--- config.mk ---
export PLATFORM = sky130hd
export DESIGN_NAME = fft32_stage_sequencer_flat
export DESIGN_NICKNAME = d
export VERILOG_FILES = /design/src/rtl/fft_pkg.sv /design/src/rtl/fft32_stage_sequencer_if.sv /design/src/rtl/fft32_stage_sequencer.sv /design/src/flat_wrapper.sv
export SDC_FILE = /design/constraint.sdc
export NUM_CORES = 1
export LEC_CHECK = 0
export CORE_UTILIZATION = 48
export CTS_CLUSTER_DIAMETER = 30
export DETAILED_ROUTE_END_ITERATION = 8
export PLACE_DENSITY = 0.88
export SLEW_MARGIN = 40
export SYNTH_ARGS = -nofsm -noshare
export SYNTH_HDL_FRONTEND = slang
export SYNTH_SLANG_ARGS = --single-unit
export TNS_END_PERCENT = 5
--- constraint.sdc ---
create_clock -name CLK -period 2.2 [get_ports CLK]
set_input_delay 0.22 -clock CLK [delete_from_list [all_inputs] [get_ports CLK]]
set_output_delay 0.22 -clock CLK [all_outputs]
set_load 0.03 [all_outputs]
--- src/rtl/fft_pkg.sv ---
// Shared FFT constants, the frame sequencer state encoding and the 5-bit
// bit-reverse helper that the frame buffer also uses.
`timescale 1ns/1ps
package fft_pkg;

  localparam int FFT_POINTS = 32;
  localparam int FFT_LOG2   = 5;

  typedef enum logic [2:0] {
    S_IDLE   = 3'd0,
    S_LOAD   = 3'd1,
    S_RUN    = 3'd2,
    S_WAIT   = 3'd3,
    S_UNLOAD = 3'd4
  } state_e;

  function automatic logic [FFT_LOG2-1:0] bitrev5(input logic [FFT_LOG2-1:0] a);
    logic [FFT_LOG2-1:0] r;
    for (int i = 0; i < FFT_LOG2; i++) r[i] = a[FFT_LOG2-1-i];
    return r;
  endfunction

endpackage

--- src/rtl/fft32_stage_sequencer_if.sv ---
// Control bundle between the FFT frame sequencer (master) and the sample
// source / stage datapath / frame buffer / result sink (slave).
`timescale 1ns/1ps
interface fft32_stage_sequencer_if;
  import fft_pkg::*;

  logic                i_in_valid;
  logic                o_in_ready;
  logic                o_buf_we;
  logic [FFT_LOG2-1:0] o_buf_addr;
  logic                o_stage_start;
  logic [2:0]          o_stage_sel;
  logic                o_src_bank;
  logic                o_wb_en;
  logic                o_out_valid;
  logic                i_out_ready;
  logic [FFT_LOG2-1:0] o_out_addr;
  logic                o_out_last;
  logic                o_rd_bank;
  logic                o_busy;
  logic                o_frame_done;

  modport master (
    input  i_in_valid, i_out_ready,
    output o_in_ready, o_buf_we, o_buf_addr, o_stage_start, o_stage_sel,
           o_src_bank, o_wb_en, o_out_valid, o_out_addr, o_out_last,
           o_rd_bank, o_busy, o_frame_done
  );

  modport slave (
    output i_in_valid, i_out_ready,
    input  o_in_ready, o_buf_we, o_buf_addr, o_stage_start, o_stage_sel,
           o_src_bank, o_wb_en, o_out_valid, o_out_addr, o_out_last,
           o_rd_bank, o_busy, o_frame_done
  );
endinterface

--- src/rtl/fft32_stage_sequencer.sv ---
// Frame-level controller for the 32-point FFT: load, five stage passes, unload.
// Define FFT_SEQ_BITREV_EN to emit results in natural frequency order.
`timescale 1ns/1ps
module fft32_stage_sequencer
  import fft_pkg::*;
#(
  parameter int P_STAGES        = 5,
  parameter int P_STAGE_LATENCY = 1
) (
  input  logic                    CLK,
  input  logic                    RST,
  fft32_stage_sequencer_if.master bus
);

  localparam logic [2:0]          LAT_LAST   = 3'(P_STAGE_LATENCY - 1);
  localparam logic [2:0]          STAGE_LAST = 3'(P_STAGES - 1);
  localparam logic [FFT_LOG2-1:0] CNT_LAST   = '1;

  state_e              state_q, state_d;
  logic [FFT_LOG2-1:0] smp_cnt_q, smp_cnt_d;
  logic [2:0]          stage_q, stage_d;
  logic [2:0]          lat_cnt_q, lat_cnt_d;
  logic [FFT_LOG2-1:0] out_cnt_q, out_cnt_d;
  logic                frame_done_q, frame_done_d;
  logic                in_ready;
  logic                accept;

  assign in_ready = (state_q == S_IDLE) || (state_q == S_LOAD);
  assign accept   = bus.i_in_valid && in_ready;

  always_comb begin
    state_d      = state_q;
    smp_cnt_d    = smp_cnt_q;
    stage_d      = stage_q;
    lat_cnt_d    = lat_cnt_q;
    out_cnt_d    = out_cnt_q;
    frame_done_d = 1'b0;
    case (state_q)
      S_IDLE, S_LOAD: begin
        if (accept) begin
          // The 32nd accept wraps the sample counter back to 0 for the next frame.
          smp_cnt_d = smp_cnt_q + 5'd1;
          if (smp_cnt_q == CNT_LAST) begin
            state_d = S_RUN;
            stage_d = '0;
          end else begin
            state_d = S_LOAD;
          end
        end
      end
      S_RUN: begin
        state_d   = S_WAIT;
        lat_cnt_d = '0;
      end
      S_WAIT: begin
        if (lat_cnt_q == LAT_LAST) begin
          if (stage_q == STAGE_LAST) begin
            state_d = S_UNLOAD;
          end else begin
            stage_d = stage_q + 3'd1;
            state_d = S_RUN;
          end
        end else begin
          lat_cnt_d = lat_cnt_q + 3'd1;
        end
      end
      S_UNLOAD: begin
        if (bus.i_out_ready) begin
          out_cnt_d = out_cnt_q + 5'd1;
          if (out_cnt_q == CNT_LAST) begin
            state_d      = S_IDLE;
            frame_done_d = 1'b1;
          end
        end
      end
      default: state_d = S_IDLE;
    endcase
  end

  always_ff @(posedge CLK or posedge RST) begin
    if (RST) begin
      state_q      <= S_IDLE;
      smp_cnt_q    <= '0;
      stage_q      <= '0;
      lat_cnt_q    <= '0;
      out_cnt_q    <= '0;
      frame_done_q <= 1'b0;
    end else begin
      state_q      <= state_d;
      smp_cnt_q    <= smp_cnt_d;
      stage_q      <= stage_d;
      lat_cnt_q    <= lat_cnt_d;
      out_cnt_q    <= out_cnt_d;
      frame_done_q <= frame_done_d;
    end
  end

  // Everything below decodes registered state; only o_buf_we sees an input.
  assign bus.o_in_ready    = in_ready;
  assign bus.o_buf_we      = accept;
  assign bus.o_buf_addr    = smp_cnt_q;
  assign bus.o_stage_start = (state_q == S_RUN);
  assign bus.o_stage_sel   = stage_q;
  assign bus.o_src_bank    = stage_q[0];
  assign bus.o_wb_en       = (state_q == S_WAIT) && (lat_cnt_q == LAT_LAST);
  assign bus.o_out_valid   = (state_q == S_UNLOAD);
`ifdef FFT_SEQ_BITREV_EN
  assign bus.o_out_addr    = bitrev5(out_cnt_q);
`else
  assign bus.o_out_addr    = out_cnt_q;
`endif
  assign bus.o_out_last    = (state_q == S_UNLOAD) && (out_cnt_q == CNT_LAST);
  assign bus.o_rd_bank     = 1'(P_STAGES % 2);
  assign bus.o_busy        = (state_q != S_IDLE);
  assign bus.o_frame_done  = frame_done_q;

endmodule

--- src/flat_wrapper.sv ---
// flat-port wrapper written by rule: the top's interface ports become plain ports
module fft32_stage_sequencer_flat import fft_pkg::*;
#(
  parameter int P_STAGES        = 5,
  parameter int P_STAGE_LATENCY = 1
)
  (CLK, RST, bus_i_in_valid, bus_i_out_ready, bus_o_in_ready, bus_o_buf_we, bus_o_buf_addr, bus_o_stage_start, bus_o_stage_sel, bus_o_src_bank, bus_o_wb_en, bus_o_out_valid, bus_o_out_addr, bus_o_out_last, bus_o_rd_bank, bus_o_busy, bus_o_frame_done);
  fft32_stage_sequencer_if bus_i ();
  input  logic CLK;
  input  logic RST;
  input wire logic [$bits(bus_i.i_in_valid)-1:0] bus_i_in_valid;
  input wire logic [$bits(bus_i.i_out_ready)-1:0] bus_i_out_ready;
  output wire logic [$bits(bus_i.o_in_ready)-1:0] bus_o_in_ready;
  output wire logic [$bits(bus_i.o_buf_we)-1:0] bus_o_buf_we;
  output wire logic [$bits(bus_i.o_buf_addr)-1:0] bus_o_buf_addr;
  output wire logic [$bits(bus_i.o_stage_start)-1:0] bus_o_stage_start;
  output wire logic [$bits(bus_i.o_stage_sel)-1:0] bus_o_stage_sel;
  output wire logic [$bits(bus_i.o_src_bank)-1:0] bus_o_src_bank;
  output wire logic [$bits(bus_i.o_wb_en)-1:0] bus_o_wb_en;
  output wire logic [$bits(bus_i.o_out_valid)-1:0] bus_o_out_valid;
  output wire logic [$bits(bus_i.o_out_addr)-1:0] bus_o_out_addr;
  output wire logic [$bits(bus_i.o_out_last)-1:0] bus_o_out_last;
  output wire logic [$bits(bus_i.o_rd_bank)-1:0] bus_o_rd_bank;
  output wire logic [$bits(bus_i.o_busy)-1:0] bus_o_busy;
  output wire logic [$bits(bus_i.o_frame_done)-1:0] bus_o_frame_done;
  assign bus_i.i_in_valid = bus_i_in_valid;
  assign bus_i.i_out_ready = bus_i_out_ready;
  assign bus_o_in_ready = bus_i.o_in_ready;
  assign bus_o_buf_we = bus_i.o_buf_we;
  assign bus_o_buf_addr = bus_i.o_buf_addr;
  assign bus_o_stage_start = bus_i.o_stage_start;
  assign bus_o_stage_sel = bus_i.o_stage_sel;
  assign bus_o_src_bank = bus_i.o_src_bank;
  assign bus_o_wb_en = bus_i.o_wb_en;
  assign bus_o_out_valid = bus_i.o_out_valid;
  assign bus_o_out_addr = bus_i.o_out_addr;
  assign bus_o_out_last = bus_i.o_out_last;
  assign bus_o_rd_bank = bus_i.o_rd_bank;
  assign bus_o_busy = bus_i.o_busy;
  assign bus_o_frame_done = bus_i.o_frame_done;
  fft32_stage_sequencer #(.P_STAGES(P_STAGES), .P_STAGE_LATENCY(P_STAGE_LATENCY)) u_core (.CLK(CLK), .RST(RST), .bus(bus_i));
endmodule
==> qor.txt, run 1 <==
Post-Synthesis Cells - 106
HP Class - primary input to asynchronous set/reset pin
Required @ worst endpoint - 1980 ps
Syn_nets - 118
FMAX - 474 MHz
Max H-tree Level - 1
Crit path max-delay family - buffers and inverters
EDFF count, synth - 0
Flops & latches, synth - 20
DRC - 0
DP Area - 1370 µm²
Core area - 2210 µm²
Final wirelength - 2130 µm
Ant diodes - 0
Number of I/O pins - 27
WS Path Type - register to output pin
Fin. Hold Viols - 0
Die Ht - 50.2 µm
Vias in the first global route - 845
Power per cell area - 1060 nW/µm²
Ys async rst share - 100%
Synth Flop Type - dfrtp_1
Initial core utilization - 50.5%
Setup crit end kind - output pin
Average wire per standard cell - 13.6 µm
Peak VDD IR - 0.000788 V
Register area share after synthesis - 44.8%
CTS buffer count - 3
CTS Buffer Depth - 2
Most common cell after layout, fill and taps aside - clkdlybuf4s50_1
Layout cells sized above 1 - 10.1%
Initial DRT Pass Iterations - 4
Fin crit share - 95.8%
Pins over their slew limit - 0
DIE AREA - 2520 µm²
CTS tree - yes
Outcome - finished clean
CTS Hold Buffers Added - 0
Worst Path Max Fanout - 10
Clock Sinks - 20
Commonest non-fill, non-tap cells in the layout - clkdlybuf4s50_1, dfrtp_1, nor2_1
Clock slew seen by the registers of the worst setup and hold paths - 100 ps
# port buffers - 25
Critical-path cell list - nor3b_2 > clkdlybuf4s50_1
Total negative slack - 0 ps
Initial antenna violation count - 0
Pre-CTS worst setup slack - 258 ps
Synth top area cells - dfrtp_1, ha_1, xnor2_1
Placer congestion estimate - 0.819
Leading area contributor after synthesis - dfrtp_1
Unrepaired setup endpoints after global routing - false
First-pass GRT wire length - 3760 µm
Final setup margin - 92.4 ps
Horiz. Die Dim - 50.2 µm
Num rows - 17
Grt total ovfl - 0
Via count - 846
CP max stage delay - 720 ps
DR vias/cell - 5.39
Global-route usage over all layers - 20.0%
Max_cap viols - 0
Clk_lat worst skew - 300 ps
DRT iter0 DRCs - 4
Root Buffer - clkbuf_4
Leakage - 0.648 nW
DP HPWL - 1560 µm
Pin count of the biggest net entering global routing - 21
Synth-to-Final Area Change - 24.2%
Final nets - 143
Final setup viols - 0
Worst slew margin - 52.8%
Worst EP arrival - 1890 ps
CP bufs+invs - 1
Avg Inst Size Synth - 10.5 µm²
Startpoint types - register
Tmin final - 2110 ps
ANT nets after route - 0
Slowest CP cell - clkdlybuf4s50_1
Max Clock Skew - 3.72 ps
Synth top area share - 44.8%
Unique masters post-synth - 34
Post-route design area - 1390 µm²
Warnings, synthesis - 0
Worst Tran Pin Value - 703 ps
Post-Syn Area - 1120 µm²
==> worst paths after layout <==
path	end	start	depth (start not counted)	slack [ps]
max reg2reg	u_core.bus.o_stage_sel[0]$_DFFE_PP0P_	u_core.bus.o_buf_addr[0]$_DFFE_PP0P_	7	250
min in group CLK	u_core.bus.o_out_addr[3]$_DFFE_PP0P_	u_core.bus.o_out_addr[3]$_DFFE_PP0P_	1	500
min reg2reg	u_core.bus.o_out_addr[3]$_DFFE_PP0P_	u_core.bus.o_out_addr[3]$_DFFE_PP0P_	1	500
max	bus_o_out_valid	u_core.state_q[2]$_DFFE_PP0P_	2	90
min	u_core.bus.o_out_addr[2]$_DFFE_PP0P_	RST	2	240
max in group asynchronous	u_core.state_q[1]$_DFFE_PP0P_	RST	2	1600
==> state kept, by name, summed over array words and instances, names as in the netlist <==
| register | count |
|---|---|
| u_core.bus.o_buf_addr | 5 |
| u_core.bus.o_frame_done | 1 |
| u_core.bus.o_out_addr | 5 |
| u_core.bus.o_stage_sel | 3 |
| u_core.lat_cnt_q | 3 |
| u_core.state_q | 3 |
==> logic make-up (layout without fill, tap and decap cells) <==
| kind of cell | count (synthesis) | count (layout) | share of synthesized area (%) |
|---|---|---|---|
| AO/OA/AOI/OAI | 15 | 15 | 10.4 |
| XOR/XNOR | 6 | 6 | 4.70 |
| adder cells (fa/ha/maj) | 8 | 8 | 8.96 |
| buffers and inverters | 14 | 37 | 6.94 |
| flip-flops | 20 | 20 | 44.8 |
| multiplexers | 6 | 6 | 6.27 |
| other | 1 | 1 | 0.336 |
| AND/OR/NAND/NOR | 36 | 36 | 17.6 |
==> layout make-up <==
type,count,area (µm²)
flip-flops and latches,20,502
clock buffers,3,22.5
fillers,210,825
inverters,7,26.3
well taps,28,35.0
repair buffers,27,263
multi-input cells,72,539
==> cell usage after synthesis, drive strengths merged (2+ instances only) <==
library cell	n
dfrtp	20
nor2	9
ha	8
buf	7
inv	7
nand2	7
mux2	5
xnor2	4
a21oi	3
a22o	3
and2	3
and3	3
nand3	3
a211oi	2
nand2b	2
nand4	2
nor2b	2
o21ai	2
o22ai	2
o41ai	2
or3	2
xor2	2
==> power by group <==
part / switching [W] / total, W / internal [W]
Combinational: 0.000407 / 0.000723 / 0.000316
Clock: 0.000107 / 0.000171 / 0.0000640
Sequential: 0.000126 / 0.000574 / 0.000448
Total: 0.000640 / 0.00147 / 0.000828
==> metal layers <==
metal	global-route usage [%]	up-vias	wire length, µm
li1	-	409	-
met1	24.6	409	936
met2	33.6	23	1070
met3	2.42	5	81
met4	11.4	0	46
met5	0	-	0
==> what timing repair did <==
action	in CTS	in global routing
resized for setup	3	0
buffers inserted	0	0
endpoints found under the setup margin	2	0
==> stage by stage <==
stage	std cells	util, %	hold WS (ps)	total power, W
finish	157	62.7	235	0.00147
global route	157	62.7	284	0.00156
CTS	157	62.7	348	0.00149
detailed placement	154	61.8	489	0.00131
global placement	154	61.8	484	0.00128
floorplan	106	-	184	0.00106
Note: power is estimated with default switching activity, not from simulation.
==> run 2: changes to the inputs <==
- GPL_TIMING_DRIVEN: unset -> 0
==> run 2 against run 1 <==
Net effect: sequential share of layout area down 1.0 points; clock-buffer cell count stayed put; cell count up 3.2%; combinational power up 10%; critical path type unchanged; critical endpoint is now bus_o_busy; largest power group unchanged.
==> qor.txt, run 2 (synthesis gave the netlist of run 1 again) <==
Clk_lat worst skew - 290 ps
Startpoint types - register
Post-CTS Setup Inserts - 0
Clock Sinks - 20
Average wire per standard cell - 12.7 µm
Register Area - 500 µm²
Fill cell count - 212
Most common cell after layout, fill and taps aside - clkdlybuf4s50_1
Commonest non-fill, non-tap cells in the layout - clkdlybuf4s50_1, dfrtp_1, nor2_1
Fin crit share - 94.5%
Max Clock Skew - 2.03 ps
Placer congestion estimate - 0.802
Outcome - finished clean
Tmin final - 2080 ps
Setup crit end kind - output pin
Ant diodes - 0
Synth-to-Final Area Change - 27.5%
CTS Buffer Depth - 2
CP max stage delay - 600 ps
Via count - 856
DP HPWL - 1590 µm
Slowest CP cell - clkdlybuf4s50_1
CP bufs+invs - 2
Vias in the first global route - 869
Footprint of the multi-input gates - 539 µm²
Pins over their slew limit - 0
Peak VDD IR - 0.000933 V
DRT iter0 DRCs - 9
Worst EP arrival - 1860 ps
# port buffers - 25
Core area - 2210 µm²
Fin. Hold Viols - 0
Global-route usage over all layers - 19.0%
Worst Path Max Fanout - 10
First-pass GRT wire length - 3580 µm
Max H-tree Level - 1
Critical-path cell list - buf_4 > or3_1 > clkdlybuf4s50_1
DIE AREA - 2520 µm²
Unrepaired setup endpoints after global routing - false
Number of I/O pins - 27
Total negative slack - 0 ps
Final nets - 148
Crit path max-delay family - buffers and inverters
Max_cap viols - 0
Clock slew seen by the registers of the worst setup and hold paths - 100 ps
DRC - 0
Initial DRT Pass Iterations - 4
WS Path Type - register to output pin
Reg2reg setup slack - 250 ps
FMAX - 481 MHz
Power per cell area - 1050 nW/µm²
Pre-CTS worst setup slack - 164 ps
Grt total ovfl - 0
Final setup margin - 122 ps
Initial core utilization - 50.5%
Pin count of the biggest net entering global routing - 21
Final setup viols - 0
Leakage - 0.692 nW
Required @ worst endpoint - 1980 ps
ANT nets after route - 0
DR vias/cell - 5.28
Root Buffer - clkbuf_4
Die Ht - 50.2 µm
Horiz. Die Dim - 50.2 µm
Initial antenna violation count - 0
Layout cells sized above 1 - 13.4%
Final wirelength - 2050 µm
HP Class - primary input to asynchronous set/reset pin
CTS buffer count - 3
Num rows - 17
CTS tree - yes
[run 2: path summary, 6_finish.rpt]
| check | depth (start not counted) | to | startpoint |
|---|---|---|---|
| worst max register to register | 7 | u_core.bus.o_stage_sel[0]$_DFFE_PP0P_ | u_core.bus.o_buf_addr[0]$_DFFE_PP0P_ |
| worst min register to register | 1 | u_core.bus.o_out_addr[3]$_DFFE_PP0P_ | u_core.bus.o_out_addr[3]$_DFFE_PP0P_ |
| worst min-delay path | 2 | u_core.bus.o_out_addr[1]$_DFFE_PP0P_ | RST |
| worst max-delay path | 3 | bus_o_busy | u_core.state_q[0]$_DFFE_PP0P_ |
| min in group CLK | 1 | u_core.bus.o_out_addr[3]$_DFFE_PP0P_ | u_core.bus.o_out_addr[3]$_DFFE_PP0P_ |
| max in group asynchronous | 2 | u_core.bus.o_stage_sel[0]$_DFFE_PP0P_ | RST |
[run 2: timing repair]
action | 4_1_cts | 5_1_grt
cloned | 0 | 0
hold buffers | 0 | 0
gates resized for setup | 2 | 1
setup endpoints to repair | 2 | 1
[run 2: stage by stage]
step	cell area, µm²	hold slack (ps)	utilization, %	total power [W]	cells
3_5_place_dp	1400	484	63.4	0.00134	159
3_3_place_gp	1400	479	63.4	0.00131	159
5_1_grt	1430	268	64.4	0.00159	162
2_1_floorplan	1120	184	-	0.00106	106
6_report	1430	220	64.4	0.00149	162
4_1_cts	1420	372	64.3	0.00151	162
[run 2: power by group]
part | leakage (nW) | switching, W | internal [W] | total, W
Clock | 0.0138 | 0.000102 | 0.0000638 | 0.000166
Combinational | 0.415 | 0.000451 | 0.000345 | 0.000796
Sequential | 0.263 | 0.0000843 | 0.000447 | 0.000531
Total | 0.692 | 0.000638 | 0.000855 | 0.00149
[run 2: cell type report]
class / count / share of cell area (%)
multi-input cells: 72 / 37.8
flip-flops and latches: 20 / 35.1
repair buffers: 25 / 17.6
plain buffers: 7 / 3.60
well taps: 28 / 2.46
inverters: 7 / 1.84
clock buffers: 3 / 1.58
[run 2: routing by layer]
metal | GRT usage, % | up-vias | wire length (µm)
met5 | 0 | - | 0
li1 | - | 419 | -
met1 | 21.8 | 405 | 934
met4 | 8.57 | 0 | 36
met3 | 2.42 | 5 | 73
met2 | 34.7 | 27 | 1010
[run 2: worst register-to-register path: stages, from the launching register on]
cell and delay, ps:
dfrtp_1 420, ha_1 180, and3_1 150, ha_1 180, nor2b_1 140, a31oi_1 60
or3_4 410, mux2_4 300
